[src/rtl/m_ext_stage.sv]
// m_ext_stage: registered M-stage extender.
// Extends immediates (sign / zero / lui placement) and load data (byte / halfword lane
// extract with sign or zero fill), or passes the word through. The result is held in a
// one-deep output register with stall / flush control. Misaligned halfword requests are
// flagged (their data is forced to zero) and counted in a saturating counter.
//
// Ports:
//   clk       in   system clock, rising edge
//   reset     in   synchronous active-high reset
//   in_valid  in   request present this cycle
//   stall     in   hold all outputs
//   flush     in   insert a bubble (wins over stall)
//   ext_op    in   extension mode
//   ext_in    in   immediate (low IMM_W bits) or DM read word
//   addr_lo   in   byte lane select
//   out_valid out  registered result valid
//   ext_out   out  registered extended result
//   misalign  out  registered misaligned-halfword flag
//   err_cnt   out  saturating count of accepted misaligned requests
module m_ext_stage #(
    parameter int unsigned DATA_W = 32,
    parameter int unsigned IMM_W  = 16,
    parameter int unsigned LANE_W = 2,
    parameter int unsigned CNT_W  = 8
) (
    input  logic              clk,
    input  logic              reset,
    input  logic              in_valid,
    input  logic              stall,
    input  logic              flush,
    input  logic [2:0]        ext_op,
    input  logic [DATA_W-1:0] ext_in,
    input  logic [LANE_W-1:0] addr_lo,
    output logic              out_valid,
    output logic [DATA_W-1:0] ext_out,
    output logic              misalign,
    output logic [CNT_W-1:0]  err_cnt
);

    if (DATA_W != 32 && DATA_W != 64) begin : g_bad_data_w
        $fatal(1, "m_ext_stage: DATA_W must be 32 or 64");
    end
    if (2 * IMM_W > DATA_W) begin : g_bad_imm_w
        $fatal(1, "m_ext_stage: 2*IMM_W must not exceed DATA_W");
    end
    if ((1 << LANE_W) != DATA_W / 8) begin : g_bad_lane_w
        $fatal(1, "m_ext_stage: LANE_W must equal log2(DATA_W/8)");
    end

    localparam logic [2:0] OpSign   = 3'b000;
    localparam logic [2:0] OpZero   = 3'b001;
    localparam logic [2:0] OpLui    = 3'b010;
    localparam logic [2:0] OpByteS  = 3'b011;
    localparam logic [2:0] OpByteZ  = 3'b100;
    localparam logic [2:0] OpHalfS  = 3'b101;
    localparam logic [2:0] OpHalfZ  = 3'b110;
    localparam logic [2:0] OpPass   = 3'b111;

    logic [IMM_W-1:0]  imm;
    logic [DATA_W-1:0] lane_word;
    logic [7:0]        lane_byte;
    logic [15:0]       lane_half;
    logic [DATA_W-1:0] calc;
    logic              calc_mis;

    logic              out_valid_q, out_valid_d;
    logic [DATA_W-1:0] ext_out_q, ext_out_d;
    logic              misalign_q, misalign_d;
    logic [CNT_W-1:0]  err_cnt_q, err_cnt_d;

    assign imm       = ext_in[IMM_W-1:0];
    // Shift the addressed lane down to bit 0; byte/half are then the low bits.
    assign lane_word = ext_in >> {addr_lo, 3'b000};
    assign lane_byte = lane_word[7:0];
    assign lane_half = lane_word[15:0];

    always_comb begin
        calc     = '0;
        calc_mis = 1'b0;
        case (ext_op)
            OpSign:  calc = {{(DATA_W-IMM_W){imm[IMM_W-1]}}, imm};
            OpZero:  calc = {{(DATA_W-IMM_W){1'b0}}, imm};
            OpLui:   calc = {imm, {(DATA_W-IMM_W){1'b0}}};
            OpByteS: calc = {{(DATA_W-8){lane_byte[7]}}, lane_byte};
            OpByteZ: calc = {{(DATA_W-8){1'b0}}, lane_byte};
            OpHalfS, OpHalfZ: begin
                // Odd lanes are misaligned; this also covers the top lane, the only
                // place a half could cross the word boundary.
                if (addr_lo[0]) begin
                    calc_mis = 1'b1;
                end else if (ext_op == OpHalfS) begin
                    calc = {{(DATA_W-16){lane_half[15]}}, lane_half};
                end else begin
                    calc = {{(DATA_W-16){1'b0}}, lane_half};
                end
            end
            OpPass:  calc = ext_in;
            default: calc = '0;
        endcase
    end

    always_comb begin
        out_valid_d = out_valid_q;
        ext_out_d   = ext_out_q;
        misalign_d  = misalign_q;
        err_cnt_d   = err_cnt_q;
        if (flush) begin
            out_valid_d = 1'b0;
            ext_out_d   = '0;
            misalign_d  = 1'b0;
        end else if (!stall) begin
            out_valid_d = in_valid;
            ext_out_d   = in_valid ? calc : '0;
            misalign_d  = in_valid & calc_mis;
            if (in_valid && calc_mis && (err_cnt_q != {CNT_W{1'b1}})) begin
                err_cnt_d = err_cnt_q + CNT_W'(1);
            end
        end
    end

    always_ff @(posedge clk) begin
        if (reset) begin
            out_valid_q <= 1'b0;
            ext_out_q   <= '0;
            misalign_q  <= 1'b0;
            err_cnt_q   <= '0;
        end else begin
            out_valid_q <= out_valid_d;
            ext_out_q   <= ext_out_d;
            misalign_q  <= misalign_d;
            err_cnt_q   <= err_cnt_d;
        end
    end

    assign out_valid = out_valid_q;
    assign ext_out   = ext_out_q;
    assign misalign  = misalign_q;
    assign err_cnt   = err_cnt_q;

endmodule

[config.mk]
export PLATFORM = sky130hd
export DESIGN_NAME = m_ext_stage
export DESIGN_NICKNAME = d
export VERILOG_FILES = /design/src/rtl/m_ext_stage.sv
export SDC_FILE = /design/constraint.sdc
export NUM_CORES = 1
export LEC_CHECK = 0
export ABC_CLOCK_PERIOD_IN_PS = 1700
export BUFFER_PORTS_ARGS = -buffer_cell sky130_fd_sc_hd__buf_4
export CAP_MARGIN = 20
export CELL_PAD_IN_SITES_DETAIL_PLACEMENT = 0
export CELL_PAD_IN_SITES_GLOBAL_PLACEMENT = 1
export CORE_UTILIZATION = 34
export DETAILED_ROUTE_END_ITERATION = 8
export GPL_TIMING_DRIVEN = 0
export PLACE_DENSITY_LB_ADDON = 0.1
export SLEW_MARGIN = 20
export SYNTH_ARGS = -nofsm -noshare
export SYNTH_HDL_FRONTEND = slang
export SYNTH_SLANG_ARGS = --single-unit
[constraint.sdc]
create_clock -name clk -period 1.7 [get_ports clk]
set_input_delay 0.17 -clock clk [delete_from_list [all_inputs] [get_ports clk]]
set_output_delay 0.17 -clock clk [all_outputs]
set_load 0.01 [all_outputs]
After elaboration in Yosys (flattened, before gate mapping)
Index checks and enable logic that the tools add are counted.

Register bits after elaboration: 42. Output and inout bits: 42. Word-level logic and storage cells: 29.

Add/sub/neg operators: 1. Equal/unequal tests: 8. Shift-type cells: 1. Mux-type cells: 6. Bitwise operators: 3. Reduce and logical (&&, ||, !) cells: 6.

Operators with widths (number): 32-bit case mux with 7 select lines (1); 32-bit two-way mux (3); 32-bit by 5-bit >> shifter with 16-bit output (1); 3-bit == test (second input constant) (4); 8-bit by 1-bit adder with 8-bit output (second input constant) (1); 8-bit != test (second input constant) (1); 3-bit by 2-bit == test with 1-bit output (second input constant) (2); 2-bit OR reduction (2); 3-bit by 1-bit == test with 1-bit output (second input constant) (1); 3-bit logical NOT (1); 3-bit AND reduction (1); 1-bit logical AND (2); 1-bit two-way mux (2); 1-bit NOT (2); 1-bit bitwise AND (1).

Longest topological paths before layout
Gate-level depths: netlist of the first run.

Depth in word-level cells: 6. Depth in mapped cells: 8. Mapped depth without buffers: 4.

Least setup slack after synthesis of the first run
Ideal clock, no wire load.

Path kind: input -> register. Start: in ext_op[1]. End: reg ext_out_q[20], in the netlist ext_out[20]. Library setup time: 0.144 ns. Arrival: 1.601 ns. Required time: 1.556 ns. Slack: -0.046 ns. Stages on the path: 6. Cell sequence: buf_2 > or3_1 > clkbuf_1 > o21ai_1 > buf_2 > a221oi_1.

Cells in the longest elaborated chain, start to end: 5. Elaborated cells between the ends (all ways): 13.

Ends and longest elaborated chain: from (decl) (RTL line 31) `input logic [2:0] ext_op,`; 3-bit == test (RTL line 80, 91); 32-bit two-way mux (RTL line 91) `end else if (ext_op == OpHalfS) begin`; 32-bit two-way mux (RTL line 89) `if (addr_lo[0]) begin`; 32-bit case mux with 7 select lines (*) (RTL line 80) `case (ext_op)`; 32-bit two-way mux (*) (RTL line 113) `ext_out_d = in_valid ? calc : '0;`; to (signal assigned) (RTL line 129) `ext_out_q <= ext_out_d;`; to (decl) (RTL line 67) `logic [DATA_W-1:0] ext_out_q, ext_out_d;`.

Mark *: on every way between the ends. The rest lies on a longest branch, timed or not. A chain may end at the register's enable or synchronous reset.

Worst setup path after layout of the first run
Start: in addr_lo[1]. End: reg ext_out_q[22], in the netlist ext_out[22].

Cells in the longest elaborated chain, start to end: 5.

Ends and longest elaborated chain: from (decl) (RTL line 33) `input logic [LANE_W-1:0] addr_lo,`; 32-bit by 5-bit >> shifter with 16-bit output (*) (RTL line 73) `assign lane_word = ext_in >> {addr_lo, 3'b000};`; 32-bit two-way mux (RTL line 91); 32-bit two-way mux (RTL line 89); 32-bit case mux with 7 select lines (*) (RTL line 80); 32-bit two-way mux (*) (RTL line 113).

Marked as above.

==> results of run 1 <==
[registers in the layout, indices dropped and copies added, names as in the netlist]
name and cells:
misalign 1, ext_out 32, out_valid 1, err_cnt 8
[layout by cell type (no fill, tap or decap), types with 3 or more instances in the layout]
cell type,synthesis,routed
a221oi_1,6,6
nand3_1,13,13
mux2i_1,3,3
or4_1,3,3
a21boi_0,16,16
clkbuf_1,17,13
o31ai_1,4,4
clkbuf_2,0,4
a21oi_1,17,17
nor2b_1,10,10
clkbuf_8,0,5
inv_1,3,3
mux4_2,7,7
buf_4,0,86
or2_2,3,3
dfxtp_1,42,40
a22o_1,16,16
or3_1,3,3
nand2_1,23,23
o21ai_0,11,11
a221oi_2,10,10
a221o_1,14,14
nor2_1,8,8
[power breakdown]
part | switching, mW | internal (mW) | leakage (nW)
registers | 0.00971 | 0.998 | 0.340
logic | 0.227 | 0.201 | 0.914
clock network | 0.400 | 0.441 | 0.0585
total | 0.637 | 1.64 | 1.31
[cell type report]
type	instances	area share (%)
timing repair buffer	84	18.4
clock buffer	5	2.00
sequential	42	24.6
multi-input combinational	199	46.2
clock inverter	3	1.28
inverter	3	0.328
tap	96	3.50
buffer	25	3.83
[worst max-delay path, delay by kind of cell]
| family | cells | cell delay [ns] |
|---|---|---|
| muxes | 1 | 0.34 |
| and+or+nand+nor | 2 | 0.53 |
| AOI/OAI and AO/OA | 1 | 0.24 |
| buffers and inverters | 4 | 0.59 |
[stage by stage]
stage               power [mW]  area (µm²)  TNS [ns]  instances
finish                    2.28        3430         0        457
global route              2.36        3430   -0.0109        457
CTS                       2.28        3400         0        456
detailed placement        1.45        3250    -10.71        447
global placement          1.44        3250    -10.18        447
floorplan                 1.25        2510         0        269
[metal layers]
metal	share of wire, %	track usage (%)	up-vias
met1	50	31.4	1252
met5	0	0	-
li1	-	-	1234
met2	45	32.1	80
met3	4.1	3.96	7
met4	1.3	5.96	0
[cells by family after synthesis]
logic type,after synthesis
AOI/OAI and AO/OA,104
xor gates and xnor gates,1
muxes,12
DFF,42
and+or+nand+nor,81
buffers and inverters,28
adders and majority gates,1
[how the worst max path moves through the flow]
stage / slack [ns] / endpoint / from
3_5_place_dp: -0.46 / err_cnt[6] / ext_op[0]
5_1_grt: -0.01 / ext_out[23] / ext_op[0]
2_1_floorplan: 0.005 / ext_out[23] / ext_op[1]
4_1_cts: 0.01 / err_cnt[5] / err_cnt[1]
6_report: 0.06 / ext_out[22] / addr_lo[1]
3_3_place_gp: -0.43 / ext_out[0] / stall
[what timing repair did]
action                                  CTS  global route
gates resized for setup                   8             9
setup buffers                             1             1
endpoints found under the setup margin   16            12
pin swaps                                 1             1
==> impl_metrics.ini, run 1 <==
[grt]
grt_pass1_vias = 2319
grt_max_degree = 15
overflow = 0
grt_antenna_before_repair = 0
track_usage_pct = 21.5
grt_pass1_wl_um = 12400

[yosys]
async_flop_share_pct = 0
synth_cell_types = 48
netlist.area_leader.share_pct = 33.7
ys_ff_latch = 42
synthFlopType = dfxtp_1
synth_common_cells = dfxtp_1, nand2_1, a21oi_1, clkbuf_1
synth-simple-area-share_pct = 17.8
synth.area.top_cells = dfxtp_1, mux4_2, a221oi_2
yosysMostFrequentCell = dfxtp_1
syn_inst = 269
synth_fa_ha_area_share_pct = 0.501
synth_top_family_by_area = compound AO/OA/AOI/OAI gates
synth_fp_nets = 312
synth_compound_area_share_pct = 34.0
yosys_warnings = 0
synth_area_mm2 = 0.00250
synthMuxAreaShare_pct = 8.42
synthXorXnorAreaFrac_pct = 0.651
synth-edff-count = 0
avgSynthCellArea_um2 = 9.28
ys_seq_area_share_pct = 33.7
synth.largest_area_cell = dfxtp_1

[layout]
antenna_cells = 0
nFillCells = 690
nNetsFinal = 403
syn_to_final_growth_pct = 37.5
final_util_pct = 49.5
drive_gt1_share_pct = 37.7
seq_area_um2 = 843
multi_input_area_mm2 = 0.00159

[timing]
worst_pin_slew_ns = 0.641
hold_viol = 0
slew_headroom_pct = 57.3
finalSetupViolCount = 0
holdWs_ns = 0.107
clock.fmax_mhz = 609
setup_ws_ns = 0.0568
final_max_slew_viol_count = 0
layout_min_cycle_time_ns = 1.64
finalClockSkew_ns = 0.00333
min_period_over_period_pct = 96.7

[setup_path]
crit_path_end_kind = flop
critPathKind = input port to flop
cp.required_ns = 1.92
path_cells = buf_4 -> mux4_2 -> or3b_1 -> buf_4 -> and3_4 -> buf_6 -> buf_8 -> a221oi_2
reg2reg_from = err_cnt[1]
cpPeakStageDelay_ns = 0.34
cp_slowest_cell = mux4_2
cp_max_fo = 10
startpoint_type = input port
reg2reg_slack_ns = 0.07
worst-r2r-cell-count = 5
cp_data_arrival_time_ns = 1.86
worst_r2r_endpoint = err_cnt[2]
crit_top_cell = buf_4

[cts]
h-tree-depth = 2
clockBufferDepth = 2
root_buffer = clkbuf_8
hold_buffers = 0
cts_tree = done
numClockSinks = 42
cts.clk_slew.worst_paths_ns = 0.09
insertion_delay_ns = 0.30
cts_buffers = 5

[min_path]
holdPathStages = 2
min_to = ext_out[7]
hp-start = ext_in[7]
min_path_type = input port to flop

[place]
io_buffer_count = 82
dpl.hpwl_um = 6170
pre_cts_ws_ns = -0.459
routabilityCongestion = 0.799

[routing]
drc = 0
drt-total-wl_um = 8110
wl_per_cell_um = 17.7
vias = 2573
dr.first_iter.drc_count = 92
via_per_inst = 5.63
drtPass1Iterations = 4
ant_nets = 0

[die]
die-width_um = 87.7
pin_count = 84
fp.dieArea_mm2 = 0.00769
die_h_um = 87.7
core_area_mm2 = 0.00694
start_util_pct = 36.0
core.rowCount = 30

[power]
p_leak_nw = 1.31
p_per_area_mw_per_mm2 = 663
ir_drop_uv = 338

[run]
maxCapViolCount = 0

[outcome]
outcome = completed
Note: power is estimated with default switching activity, not from simulation.
==> run 2: changes to the inputs <==
--- a/config.mk
+++ b/config.mk
@@ -10,10 +10,11 @@
 export CAP_MARGIN = 20
 export CELL_PAD_IN_SITES_DETAIL_PLACEMENT = 0
 export CELL_PAD_IN_SITES_GLOBAL_PLACEMENT = 1
+export CORE_MARGIN = 5
 export CORE_UTILIZATION = 34
 export DETAILED_ROUTE_END_ITERATION = 8
 export GPL_TIMING_DRIVEN = 0
-export PLACE_DENSITY_LB_ADDON = 0.1
+export PLACE_DENSITY_LB_ADDON = 0.3
 export SLEW_MARGIN = 20
 export SYNTH_ARGS = -nofsm -noshare
 export SYNTH_HDL_FRONTEND = slang
==> run 2 against run 1 <==
Effect of this change: global-route usage decreased by 3.2 points; clock-buffer cell count increased by 1; critical path depth unchanged; cell count increased by 1.3%; clock power decreased by 19%; clock skew increased by 0.00063 ns; total power decreased by 6.8%; sequential power about the same; fmax increased by 0.38%; setup slack improved by 0.0063 ns; critical path type unchanged.
==> impl_metrics.ini, run 2 (synthesized netlist as in run 1, its figures left out) <==
[outcome]
outcome = completed

[timing]
finalSetupViolCount = 0
holdWs_ns = 0.113
finalClockSkew_ns = 0.00397
clock.fmax_mhz = 611
slew_headroom_pct = 43.4
final_max_slew_viol_count = 0
tns_ns = 0
layout_min_cycle_time_ns = 1.64
hold_viol = 0
min_period_over_period_pct = 96.3
worst_pin_slew_ns = 0.847

[layout]
antenna_cells = 0
nNetsFinal = 406
largest_register_ffs = 32
fin_area_mm2 = 0.00342
final_util_pct = 47.4
final_cells = 463
syn_to_final_growth_pct = 37.0
final_common_cell = buf_4
layout_common_cells = buf_4, dfxtp_1, nand2_1
drive_gt1_share_pct = 38.7

[grt]
grt_antenna_before_repair = 0
grt_pass1_vias = 2516
track_usage_pct = 18.3
overflow = 0
grt_pass1_wl_um = 12900
grt_max_degree = 14

[setup_path]
startpoint_type = input port
worst-r2r-cell-count = 5
crit_path_end_kind = flop
cp_slowest_cell = or3b_1
cpPeakStageDelay_ns = 0.34
critPathKind = input port to flop
cp_data_arrival_time_ns = 1.86
path_cells = buf_4 -> mux4_2 -> or3b_1 -> buf_2 -> and3_4 -> buf_6 -> buf_8 -> a221oi_2
cp_max_fo = 10
cp.required_ns = 1.92

[die]
core_area_mm2 = 0.00721
die_h_um = 95.7
die-width_um = 95.7
start_util_pct = 34.6
fp.dieArea_mm2 = 0.00916
core.rowCount = 31
pin_count = 84

[place]
dpl.hpwl_um = 6230
dpl-instance-area_mm2 = 0.00325
dp_cells = 450
routabilityCongestion = 0.787
io_buffer_count = 82

[routing]
drtPass1Iterations = 4
drc = 0
dr.first_iter.drc_count = 118
via_per_inst = 5.63
wl_per_cell_um = 17.9
drt-total-wl_um = 8300
vias = 2606
ant_nets = 0

[cts]
root_buffer = clkbuf_8
cts.clk_slew.worst_paths_ns = 0.09
insertion_delay_ns = 0.30
h-tree-depth = 2
hold_buffers = 0
numClockSinks = 42
cts_tree = done
clockBufferDepth = 2
cts_buffers = 5

[power]
ir_drop_uv = 294
p_per_area_mw_per_mm2 = 620
p_leak_nw = 1.31

[min_path]
min_path_type = input port to flop
holdPathStages = 2

[run]
maxCapViolCount = 0
==> run 2: cell types whose count changed in the layout (fill, tap and decap cells not counted), sizes merged <==
cell,change
clkbuf,-1
buf,+5
inv,-1
clkinv,+1
bufinv,-1
==> run 2: area by class of cell <==
class	count	area [µm²]
buffer	25	130
clock buffer	6	72.6
inverter	3	11.3
timing repair buffer	87	653
clock inverter	2	13.8
multi-input combinational	199	1570
fill	732	3790
sequential	42	843
tap	99	124
==> run 2: what timing repair did <==
action,CTS,global route
hold endpoints to repair,0,0
endpoints found under the setup margin,17,24
gates resized for setup,6,14
pin swaps,1,2
buffers inserted,2,3
==> run 2: worst max-delay path, delay by kind of cell <==
kind / cells / cell delay (ns)
buffers and inverters: 4 / 0.60
and+or+nand+nor: 2 / 0.54
muxes: 1 / 0.33
AOI/OAI and AO/OA: 1 / 0.22
==> run 2: path summary, 6_finish.rpt <==
check,to,slack (ns),start
max,ext_out[28],0.06,addr_lo[1]
min,ext_out[7],0.11,ext_in[7]
min reg2reg,ext_out[0],0.48,ext_out[0]
max reg2reg,err_cnt[5],0.09,err_cnt[0]
==> run 2: per-layer routing <==
| metal | track usage, % | share of wire [%] | vias up |
|---|---|---|---|
| met3 | 4.46 | 6.6 | 11 |
| met4 | 5.57 | 1.4 | 0 |
| met1 | 24.4 | 45 | 1254 |
| met5 | 0 | 0 | - |
| met2 | 29.0 | 47 | 88 |
| li1 | - | - | 1253 |
==> run 2: through the flow <==
step / setup slack [ns] / power (mW)
after floorplan: 0.00503 / 1.25
after global placement: -0.435 / 1.44
after detailed placement: -0.478 / 1.44
after CTS: 0.000900 / 2.12
after global routing: -0.0157 / 2.20
final: 0.0631 / 2.12
==> run 2: power breakdown <==
group,total [mW],internal [mW],switching [mW]
Clock,0.684,0.291,0.393
Combinational,0.430,0.204,0.226
Sequential,1.01,0.998,0.00960
Total,2.12,1.49,0.629
